`src/rtl/global_pkg.sv`:
```
// Shared types and constants for the Wishbone responders (timer register map, FSM states).
package global_pkg;

  typedef enum logic [2:0] {
    REG_MTIME_LO = 3'd0,
    REG_MTIME_HI = 3'd1,
    REG_CMP_LO   = 3'd2,
    REG_CMP_HI   = 3'd3,
    REG_CTRL     = 3'd4
  } timer_reg_t;

  typedef enum logic {
    WB_IDLE = 1'b0,
    WB_RESP = 1'b1
  } wb_slave_state_t;

  localparam int          TIMER_CTRL_EN_BIT = 0;
  localparam logic [63:0] TIMER_CMP_RESET   = 64'hFFFF_FFFF_FFFF_FFFF;

  // Replaces only the byte lanes selected by sel, keeping the rest of old_v.
  function automatic logic [31:0] byte_merge(input logic [31:0] old_v,
                                             input logic [31:0] new_v,
                                             input logic [3:0]  sel);
    logic [31:0] res;
    res = old_v;
    for (int b = 0; b < 4; b++) begin
      if (sel[b]) res[8*b +: 8] = new_v[8*b +: 8];
    end
    return res;
  endfunction

endpackage

```
`src/rtl/timer_counter.sv`:
```
// Prescaler plus free-running 64-bit mtime with a byte-masked software load port.
module timer_counter
  import global_pkg::*;
#(
  parameter int PRESCALE_W = 8
) (
  input  logic                  clk,
  input  logic                  rst,
  input  logic                  i_enable,
  input  logic [PRESCALE_W-1:0] i_prescale,
  input  logic                  i_clear_pre,
  input  logic                  i_load_lo,
  input  logic                  i_load_hi,
  input  logic [3:0]            i_load_sel,
  input  logic [31:0]           i_load_data,
  output logic [63:0]           o_mtime
);

  logic [PRESCALE_W-1:0] r_pre;
  logic [63:0]           r_mtime;
  logic                  w_tick;

  assign w_tick  = i_enable && (r_pre == i_prescale);
  assign o_mtime = r_mtime;

  // A software load suppresses that cycle's increment for the whole 64-bit value.
  always_ff @(posedge clk) begin
    if (!rst) begin
      r_pre   <= '0;
      r_mtime <= '0;
    end else begin
      if (i_clear_pre)
        r_pre <= '0;
      else if (i_enable)
        r_pre <= w_tick ? '0 : r_pre + 1'b1;

      if (i_load_lo || i_load_hi) begin
        if (i_load_lo) r_mtime[31:0]  <= byte_merge(r_mtime[31:0],  i_load_data, i_load_sel);
        if (i_load_hi) r_mtime[63:32] <= byte_merge(r_mtime[63:32], i_load_data, i_load_sel);
      end else if (w_tick) begin
        r_mtime <= r_mtime + 64'd1;
      end
    end
  end

endmodule

```
`src/rtl/wb_timer.sv`:
```
// Wishbone B4 classic machine-timer responder: mtime, mtimecmp, CTRL and level interrupt.
// Optional WB_TIMER_SNAPSHOT_EN: MTIME_HI reads a shadow captured on each MTIME_LO read.
module wb_timer
  import global_pkg::*;
#(
  parameter int          PRESCALE_W = 8,
  parameter logic [31:0] CTRL_RESET = 32'h0000_0001
) (
  input  logic        clk,
  input  logic        rst,
  input  logic        wb_cyc_i,
  input  logic        wb_stb_i,
  input  logic        wb_we_i,
  input  logic [4:0]  wb_adr_i,
  input  logic [3:0]  wb_sel_i,
  input  logic [31:0] wb_dat_i,
  output logic [31:0] wb_dat_o,
  output logic        wb_ack_o,
  output logic        wb_err_o,
  output logic        timer_irq
);

  wb_slave_state_t       r_state;
  logic                  r_ack;
  logic                  r_err;
  logic [31:0]           r_dat;
  logic                  r_irq;
  logic [63:0]           r_cmp;
  logic                  r_en;
  logic [PRESCALE_W-1:0] r_prescale;

  timer_reg_t  w_idx;
  logic        w_req;
  logic        w_wr;
  logic        w_mapped;
  logic [63:0] w_mtime;
  logic [31:0] w_ctrl_word;
  logic [31:0] w_ctrl_wr;
  logic [31:0] w_hi_rd;
  logic [31:0] w_rdata;
  logic        w_unused;

  assign w_idx     = timer_reg_t'(wb_adr_i[4:2]);
  assign w_mapped  = (wb_adr_i[4:2] <= 3'd4);
  assign w_req     = (r_state == WB_IDLE) && wb_cyc_i && wb_stb_i;
  assign w_wr      = w_req && wb_we_i;
  assign w_ctrl_wr = byte_merge(w_ctrl_word, wb_dat_i, wb_sel_i);
  assign w_unused  = ^{wb_adr_i[1:0], w_ctrl_wr};

  // Reset low during the response cycle aborts the transaction before it terminates.
  assign wb_ack_o  = r_ack && rst;
  assign wb_err_o  = r_err && rst;
  assign wb_dat_o  = r_dat;
  assign timer_irq = r_irq;

  timer_counter #(.PRESCALE_W(PRESCALE_W)) u_counter (
    .clk         (clk),
    .rst         (rst),
    .i_enable    (r_en),
    .i_prescale  (r_prescale),
    .i_clear_pre (w_wr && (w_idx == REG_CTRL)),
    .i_load_lo   (w_wr && (w_idx == REG_MTIME_LO)),
    .i_load_hi   (w_wr && (w_idx == REG_MTIME_HI)),
    .i_load_sel  (wb_sel_i),
    .i_load_data (wb_dat_i),
    .o_mtime     (w_mtime)
  );

  always_comb begin
    w_ctrl_word = '0;
    w_ctrl_word[TIMER_CTRL_EN_BIT]  = r_en;
    w_ctrl_word[8 +: PRESCALE_W]    = r_prescale;
  end

`ifdef WB_TIMER_SNAPSHOT_EN
  logic [31:0] r_shadow;

  always_ff @(posedge clk) begin
    if (!rst)
      r_shadow <= '0;
    else if (w_req && !wb_we_i && (w_idx == REG_MTIME_LO))
      r_shadow <= w_mtime[63:32];
  end

  assign w_hi_rd = r_shadow;
`else
  assign w_hi_rd = w_mtime[63:32];
`endif

  always_comb begin
    w_rdata = '0;
    case (w_idx)
      REG_MTIME_LO: w_rdata = w_mtime[31:0];
      REG_MTIME_HI: w_rdata = w_hi_rd;
      REG_CMP_LO:   w_rdata = r_cmp[31:0];
      REG_CMP_HI:   w_rdata = r_cmp[63:32];
      REG_CTRL:     w_rdata = w_ctrl_word;
      default:      w_rdata = '0;
    endcase
  end

  // Handshake FSM: the request is fully resolved at the IDLE->RESP edge,
  // so RESP only has to drop the registered termination.
  always_ff @(posedge clk) begin
    if (!rst) begin
      r_state    <= WB_IDLE;
      r_ack      <= 1'b0;
      r_err      <= 1'b0;
      r_dat      <= '0;
      r_cmp      <= TIMER_CMP_RESET;
      r_en       <= CTRL_RESET[TIMER_CTRL_EN_BIT];
      r_prescale <= CTRL_RESET[8 +: PRESCALE_W];
    end else begin
      case (r_state)
        WB_IDLE: begin
          if (w_req) begin
            r_state <= WB_RESP;
            r_ack   <= w_mapped;
            r_err   <= !w_mapped;
            r_dat   <= (w_mapped && !wb_we_i) ? w_rdata : 32'd0;
            if (wb_we_i) begin
              if (w_idx == REG_CMP_LO) r_cmp[31:0]  <= byte_merge(r_cmp[31:0],  wb_dat_i, wb_sel_i);
              if (w_idx == REG_CMP_HI) r_cmp[63:32] <= byte_merge(r_cmp[63:32], wb_dat_i, wb_sel_i);
              if (w_idx == REG_CTRL) begin
                r_en       <= w_ctrl_wr[TIMER_CTRL_EN_BIT];
                r_prescale <= w_ctrl_wr[8 +: PRESCALE_W];
              end
            end
          end
        end
        WB_RESP: begin
          r_state <= WB_IDLE;
          r_ack   <= 1'b0;
          r_err   <= 1'b0;
          r_dat   <= '0;
        end
        default: r_state <= WB_IDLE;
      endcase
    end
  end

  always_ff @(posedge clk) begin
    if (!rst)
      r_irq <= 1'b0;
    else
      r_irq <= r_en && (w_mtime >= r_cmp);
  end

endmodule
```
`config.mk`:
```
export PLATFORM = sky130hd
export DESIGN_NAME = wb_timer
export DESIGN_NICKNAME = d
export VERILOG_FILES = /design/src/rtl/global_pkg.sv /design/src/rtl/timer_counter.sv /design/src/rtl/wb_timer.sv
export SDC_FILE = /design/constraint.sdc
export NUM_CORES = 1
export LEC_CHECK = 0
export CORE_MARGIN = 2
export CORE_UTILIZATION = 25
export DETAILED_ROUTE_END_ITERATION = 7
export SETUP_SLACK_MARGIN = 0.02
export SYNTH_ARGS = -nofsm -noshare
export SYNTH_HDL_FRONTEND = slang
export SYNTH_SLANG_ARGS = --single-unit
```
`constraint.sdc`:
```
create_clock -name clk -period 2.8 [get_ports clk]
set_input_delay 0.7 -clock clk [delete_from_list [all_inputs] [get_ports clk]]
set_output_delay 0.7 -clock clk [all_outputs]
set_load 0.01 [all_outputs]
```
Yosys cells after proc, flatten, opt, wreduce, memory -nomap -nowiden
Index checks and enable logic that the tools add are counted.

word-level totals
  register bits after elaboration = 181
  input port bits = 46
  output and inout port bits = 35
  word-level logic and storage cells = 96

cells by class
  add/subtract/negate cells = 2
  order comparisons = 2
  equality and inequality tests = 12
  mux-type cells = 19
  bitwise logic cells = 2
  reductions and logical operators = 35

operator list
  cell                                                                      count
  32-bit one-hot mux with 5 select lines                                    1
  32-bit 2-to-1 mux                                                         4
  64-bit 2-to-1 mux                                                         2
  64-bit by 1-bit adder with 64-bit output (second input constant)          1
  64-bit greater-or-equal comparator                                        1
  32-bit one-hot mux with 2 select lines                                    1
  5-bit AND reduction                                                       10
  8-bit 2-to-1 mux                                                          5
  3-bit AND reduction                                                       8
  1-bit logical AND                                                         11
  2-bit inequality test (second input constant)                             5
  8-bit by 1-bit adder with 8-bit output (second input constant)            1
  8-bit == test                                                             1
  3-bit by 2-bit == test with 1-bit output (second input constant)          2
  1-bit one-hot mux with 2 select lines                                     3
  2-bit by 1-bit inequality test with 1-bit output (second input constant)  2
  3-bit by 1-bit == test with 1-bit output (second input constant)          1
  3-bit == test (second input constant)                                     1
  3-bit <= comparator (second input constant)                               1
  3-bit logical NOT                                                         1
  1-bit 2-to-1 mux                                                          3
  1-bit logical NOT                                                         2
  1-bit inverter                                                            2
  2-bit nonzero test                                                        1
  2 further kinds                                                           2

Longest topological paths before layout
Gate-level depths: netlist (run 1).

  depth after elaboration = 8
  gate-level depth with buffers = 8
  depth with buffers taken out = 8

By module
Synthesis (run 1) repeated with hierarchy kept, for this count alone.

unflattened totals
  cells, all modules = 1436
  area, all modules = 11413.4 µm²

modules (own cells, without submodules)
  module         times used  cells each  area an instance (µm²)  seq. area each (µm²)
  wb_timer       1           758         6439.9                  2182.1
  timer_counter  1           678         4973.5                  1441.4

Worst setup path before layout (run 1)
OpenSTA, ideal clock, no wires.

  path kind = input to register
  start point = input wb_adr_i[4]
  end point = register u_counter.r_mtime[25] (netlist: u_counter.o_mtime[25])
  library setup time = 74 ps
  data arrival time = 2330 ps
  data required time = 2726 ps
  slack = 396 ps
  stages on the path = 6
  path buffers = 1
  cell sequence = clkbuf_1 > nor4_2 > and2_1 > a21oi_1 > or4b_2 > a31oi_1

between the ends
  word-level cells in the longest chain between the ends = 5
  elaborated cells between the ends (all ways) = 10
  classes of those cells = 3 x eq/ne; 1 x mux; 6 x reduce/logical

ends and longest elaborated chain
  element                                                                               line                            source
  from (decl)                                                                           wb_timer.sv:14                  input logic [4:0] wb_adr_i,
  3-bit by 1-bit == test with 1-bit output / 3-bit logical NOT (equally long branches)  wb_timer.sv:63, wb_timer.sv:62
  1-bit logical AND (on tied branches)                                                  wb_timer.sv:63, wb_timer.sv:62
  1-bit logical OR                                                                      timer_counter.sv:37             if (i_load_lo || i_load_hi) begin
  2-bit inequality test (no source line), or another cell as far along                  --
  3-bit AND reduction (no source line)                                                  --
  to (signal assigned)                                                                  timer_counter.sv:38             if (i_load_lo) r_mtime[31:0] <= byte_merge(r_mtime[31:0], i_load_data, i_load_sel);
  to (signal assigned)                                                                  timer_counter.sv:41             r_mtime <= r_mtime + 64'd1;
  to (decl)                                                                             timer_counter.sv:20             logic [63:0] r_mtime;

Several ways; a longest one is shown, not always the timed one.
A chain may end at the register's enable or synchronous reset.

Worst setup path after layout (run 1)
  start point = input wb_we_i
  end point = register r_cmp[3]

between the ends
  word-level cells in the longest chain between the ends = 1

ends and longest elaborated chain
  element                               line             source
  from (decl)                           wb_timer.sv:13   input logic wb_we_i,
  5-bit AND reduction (no source line)  --
  to (signal assigned)                  wb_timer.sv:122  if (w_idx == REG_CMP_LO) r_cmp[31:0] <= byte_merge(r_cmp[31:0], wb_dat_i, wb_sel_i);
  to (decl)                             wb_timer.sv:28   logic [63:0] r_cmp;

No other way between the ends.

==> flow_summary.toml, run 1 <==
[pwr]
p_leak_nw = 5.75
p_int_mw = 4.18
p_comb_share_pct = 11.6
power_frac_seq_pct = 45.8
pwr-share-clk_pct = 42.6
switching_share_pct = 28.0
ir_worst_vdd_uv = 394
p_total_mw = 5.81
power.density_nw_per_um2 = 407
p_sw_mw = 1.63

[critical_path]
critPathKind = "input pin to register"
path_cells = "clkdlybuf4s50_1 > nand4b_2 > nor4b_1 > buf_4 > and2_1 > buf_12 > nand2_1 > o211ai_1"
crit_fanout = 14
crit_arrival_ns = 3.11
critical-path-slowest-cell = "nor4b_1"
max_stage_delay_ns = 0.78
start_kind = "input pin"
worstPathRequired_ns = 3.19
endpoint_kind = "register"

[clock_network]
cts_root_buf = "clkbuf_16"
post_cts_buffers = 0
cts_hold_buf = 0
cts_max_path_buffers = 2
clock_sinks = 181
cts_buffers = 17
cts_tree = "built"
ctsResizeCount = 0
h-tree-depth = 4
clk_latency_ns = 0.47
clk_pin_slew_ns = 0.08

[grt]
grtUsageTotal_pct = 18.8
grt_max_degree = 118
grt_antenna_before_repair = 0
grt-ovfl-total = 0
grt_pass1_wl_um = 67700
grt_pass1_vias = 11200

[sta]
period_minus_slack_ns = 2.72
worst_pin_slew_ns = 0.821
hold_violations = 0
final_max_slew_viol_count = 0
fin_ws_ns = 0.0792
fin_crit_sh_pct = 97.2
finalSetupViolCount = 0
max_freq_mhz = 368
timing.slew.headroom_pct = 44.5
grt_setup_unrepaired = "no"
clock_skew_ns = 0.0116

[floorplan]
die_h_um = 216
io-pin-count = 81
die_x_um = 216
core_area_um2 = 44200
start_util_pct = 25.3
die-area_um2 = 46500
num_rows = 77

[synth]
seq_area_frac_synth_pct = 32.3
synth-edff-count = 0
synth-async-reset-ratio_pct = 0
synth_cell_types = 75
yosysWarnings = 0
syn_area_um2 = 11200
synth_cells = 1392
ys_top_cells_by_area = "dfxtp_1 (32%), ha_1 (7.4%), nand2_1 (6.6%)"
synth-seq-cells = 181
syn_area_per_cell_um2 = 8.05
synth.top_cell.area_share_pct = 32.3
syn_nets = 1504
synth_top_area_cell = "dfxtp_1"
synth_flop_cell = "dfxtp_1"

[drt]
drc_errors = 0
drt_iter0_drc = 1081
postRouteAntennaNets = 0
routed_wirelength_um = 43700
vias = 11700
vias_per_cell = 5.41
routedWlPerCell_um = 20.3
drt_pass1_iterations = 5

[hold_path]
hold_class = "register to register"

[finish]
synthToLayoutAreaGrowth_pct = 27.4
fin_nets = 1663
drive_above_1_share_pct = 15.2
stdcell_count = 2156
diodes = 0

[placement]
dp_hpwl_um = 33500
portBuffers = 78
pre_cts_slack_ns = -0.271
placedCellCount = 2124
routabilityCongestion = 0.977

[flow_run]
cap_violations = 0

[status]
status = "finished, final reports clean"
==> power groups by stage <==
| stage | Clock (mW) | Combinational, mW | Sequential, mW |
|---|---|---|---|
| floorplan | 0 | 0.316 | 2.71 |
| global placement | 0 | 0.662 | 2.71 |
| detailed placement | 0 | 0.667 | 2.72 |
| CTS | 2.53 | 0.671 | 2.66 |
| global route | 2.62 | 0.727 | 2.66 |
| finish | 2.47 | 0.676 | 2.66 |
==> state kept, by name (all words and copies together) (netlist names) <==
name               cells
r_ack                  1
u_counter.r_pre        8
r_prescale             8
wb_dat_o              32
r_cmp                 64
timer_irq              1
r_en                   1
u_counter.o_mtime     64
r_state                1
r_err                  1
==> cell families (layout without fill, tap and decap cells) <==
| group | after synthesis | count (layout) | share of synthesized area (%) |
|---|---|---|---|
| AND/OR/NAND/NOR | 533 | 533 | 23.9 |
| AO/OA/AOI/OAI | 381 | 381 | 22.3 |
| flip-flops | 181 | 181 | 32.3 |
| buffers and inverters | 164 | 336 | 5.71 |
| adder cells (fa/ha/maj) | 66 | 66 | 7.37 |
| multiplexers | 53 | 53 | 7.32 |
| XOR/XNOR | 14 | 14 | 1.09 |
==> area by class of cell <==
cell class                 instances  area (um2)
clock buffer                      20         447
clock inverter                    12         134
fill                            4639       29900
inverter                          73         274
multi-input combinational       1047        6960
sequential                       181        3620
tap                              592         741
timing repair buffer             231        2090
==> worst paths after layout <==
kind,start,to,slack (ns),depth (start not counted)
min,r_prescale[4],r_prescale[4],0.50,2
max,wb_we_i,r_cmp[3],0.08,8
min reg2reg,r_prescale[4],r_prescale[4],0.50,2
max reg2reg,u_counter.o_mtime[10],u_counter.o_mtime[53],0.14,6
==> cell usage in the layout (no fill, tap or decap), drive strengths merged, types with 37 or more instances in the layout <==
cell type / n
dfxtp: 181
a21oi: 101
a22oi: 37
nand2: 196
nor2: 97
o211ai: 72
inv: 81
nand3: 54
clkdlybuf4s50: 75
buf: 156
ha: 66
o21ai: 61
nand4: 41
==> synth_stat cells, drive strengths merged, types with 7 or more instances <==
library cell / number
nand2: 196
dfxtp: 181
a21oi: 101
nor2: 97
inv: 72
o211ai: 72
clkbuf: 66
ha: 66
o21ai: 61
nand3: 54
nand4: 41
a22oi: 37
mux2i: 29
nor4: 26
buf: 25
mux4: 23
nor3: 23
and2: 21
and3: 17
o22ai: 17
o31ai: 16
or3: 14
a31oi: 13
a211oi: 8
a32o: 8
and4: 8
xnor2: 8
nand2b: 7
nand4b: 7
==> metrics by stage <==
stage	instance area, um2	utilization, %	hold slack [ns]	setup TNS [ns]
after floorplan	11200	-	0.461	0
after global placement	13700	31.0	0.478	-13.43
after detailed placement	13700	31.0	0.491	-15.83
after CTS	14300	32.3	0.501	0
after global routing	14300	32.3	0.525	0
final	14300	32.3	0.502	0
==> per-layer routing <==
layer  track usage (%)  wire (um)  up-vias  part of all wire, %
li1                  -          -     5502                    -
met1              26.0      19900     5562                   45
met2              28.9      19000      528                   44
met3              3.79       3530       72                  8.1
met4              6.76       1260        0                  2.9
met5                 0          0        -                    0
==> worst max-delay path: cells and delay by family <==
kind	cells	cell delay, ns
AO/OA/AOI/OAI	1	0.12
AND/OR/NAND/NOR	4	1.39
buffers and inverters	3	0.89
(Power assumes the default switching activity.)
==> inputs of run 2 (changes only) <==
Settings changed: SLEW_MARGIN set to 10.
==> results of run 2 <==
Same layout as run 1: the final DEF is identical, and so are final timing and power.
==> inputs of run 3 (changes only) <==
Settings changed: CTS_CLUSTER_DIAMETER set to 200, RECOVER_POWER set to 50.
==> run 3 against run 2 <==
Wire length is essentially flat; register-to-register slack is essentially flat; hold slack lost 0.0022 ns; critical path depth grew 1; clock skew grew 0.0011 ns; utilization shrank 0.20 points; sequential cell count is the same; first-iteration DRC count shrank 5.0%; clock power is essentially flat; non-clock buffer count is the same; critical endpoint unchanged; fmax shrank 1.9%.
==> flow_summary.toml, run 3 (synthesis results as in run 1) <==
[sta]
clock_skew_ns = 0.0127
tns_ns = 0
max_freq_mhz = 360
period_minus_slack_ns = 2.77
hold_ws_ns = 0.500
fin_ws_ns = 0.0252
fin_crit_sh_pct = 99.1
timing.slew.headroom_pct = 44.8
final_max_slew_viol_count = 0
grt_setup_unrepaired = "no"
worst_pin_slew_ns = 0.816
finalSetupViolCount = 0
hold_violations = 0

[floorplan]
core_area_um2 = 44200
num_rows = 77
start_util_pct = 25.3
die_x_um = 216
io-pin-count = 81
die_h_um = 216
die-area_um2 = 46500

[drt]
drt_iter0_drc = 1027
vias_per_cell = 5.42
routedWlPerCell_um = 20.3
drc_errors = 0
routed_wirelength_um = 43700
postRouteAntennaNets = 0
vias = 11700
drt_pass1_iterations = 7

[placement]
placed_cell_area_um2 = 13700
portBuffers = 78
placedCellCount = 2124
dp_hpwl_um = 33500
pre_cts_slack_ns = -0.271
routabilityCongestion = 0.977

[grt]
use_met2_pct = 28.9
grtUsageTotal_pct = 18.8
grt_pass1_wl_um = 67700
grt.met3_usage_pct = 3.79
grt_antenna_before_repair = 0
grt_max_degree = 118
top_usage_layer = "met2"
grt-ovfl-total = 0
met1_usage_pct = 26.0
grt_pass1_vias = 11200

[critical_path]
reg2reg_depth = 6
endpoint_kind = "register"
crit_fanout = 17
ff2ff_setup_slack_ns = 0.14
crit_arrival_ns = 3.16
critPathKind = "input pin to register"
worstPathRequired_ns = 3.19
start_kind = "input pin"

[clock_network]
cts_root_buf = "clkbuf_16"
cts_tree = "built"
post_cts_buffers = 0
cts_buffers = 17
cts_max_path_buffers = 2
clk_latency_ns = 0.47
h-tree-depth = 4
clock_sinks = 181
clk_pin_slew_ns = 0.08
cts_hold_buf = 0
ctsResizeCount = 0

[finish]
layout.cells.most_common = "nand2_1"
fin_area_um2 = 14200
n_fill_cell = 4649
layout_common_cells = "nand2_1 (196), dfxtp_1 (181), buf_4 (136)"
utilization_pct = 32.1
regArea_um2 = 3620
diodes = 0
multi_input_area_um2 = 6960
synthToLayoutAreaGrowth_pct = 26.6
stdcell_count = 2156
fin_nets = 1663
drive_above_1_share_pct = 14.8

[pwr]
power.density_nw_per_um2 = 409
ir_worst_vdd_uv = 395
p_leak_nw = 5.85
p_total_mw = 5.80

[flow_run]
cap_violations = 0

[hold_path]
hold_class = "register to register"
holdPathStages = 2

[status]
status = "finished, final reports clean"
[run 3: cell types whose count changed in the layout (fill, tap and decap cells not counted), sizes merged]
cell,previous run,this run
clkdlybuf4s50,75,40
dlymetal6s2s,0,1
clkbuf,20,28
buf,156,147
dlygate4sd3,0,35
[run 3: where the power goes]
group / leakage [nW] / internal [mW] / switching [mW] / total [mW]
combinational: 4.10 / 0.276 / 0.393 / 0.669
sequential: 1.46 / 2.61 / 0.0458 / 2.66
clock: 0.286 / 1.29 / 1.19 / 2.48
total: 5.85 / 4.17 / 1.63 / 5.80
[run 3: path summary, 6_finish.rpt]
| path | start | endpoint |
|---|---|---|
| worst min register to register | r_prescale[4] | r_prescale[4] |
| worst max register to register | u_counter.o_mtime[10] | u_counter.o_mtime[53] |
| worst max-delay path | wb_adr_i[4] | r_cmp[3] |
| worst min-delay path | r_prescale[4] | r_prescale[4] |
[run 3: metal layers]
| metal | vias up | wire [um] |
|---|---|---|
| met5 | - | 0 |
| met1 | 5617 | 19700 |
| met2 | 489 | 19000 |
| li1 | 5515 | - |
| met4 | 0 | 1250 |
| met3 | 74 | 3620 |
[run 3: final cells by class]
| class | instances | share of cell area [%] |
|---|---|---|
| multi-input cells | 1047 | 49.0 |
| flip-flops and latches | 181 | 25.5 |
| repair buffers | 231 | 14.2 |
| well taps | 592 | 5.22 |
| clock buffers | 20 | 3.15 |
| inverters | 73 | 1.93 |
| clock inverters | 12 | 0.944 |
[run 3: critical path, stage by stage]
cell and delay (ns):
clkdlybuf4s50_1 0.40, clkbuf_1 0.22, buf_4 0.29, nor4b_1 0.74, buf_4 0.23, and2_1 0.22
buf_12 0.16, nand2_1 0.08, o211ai_1 0.12
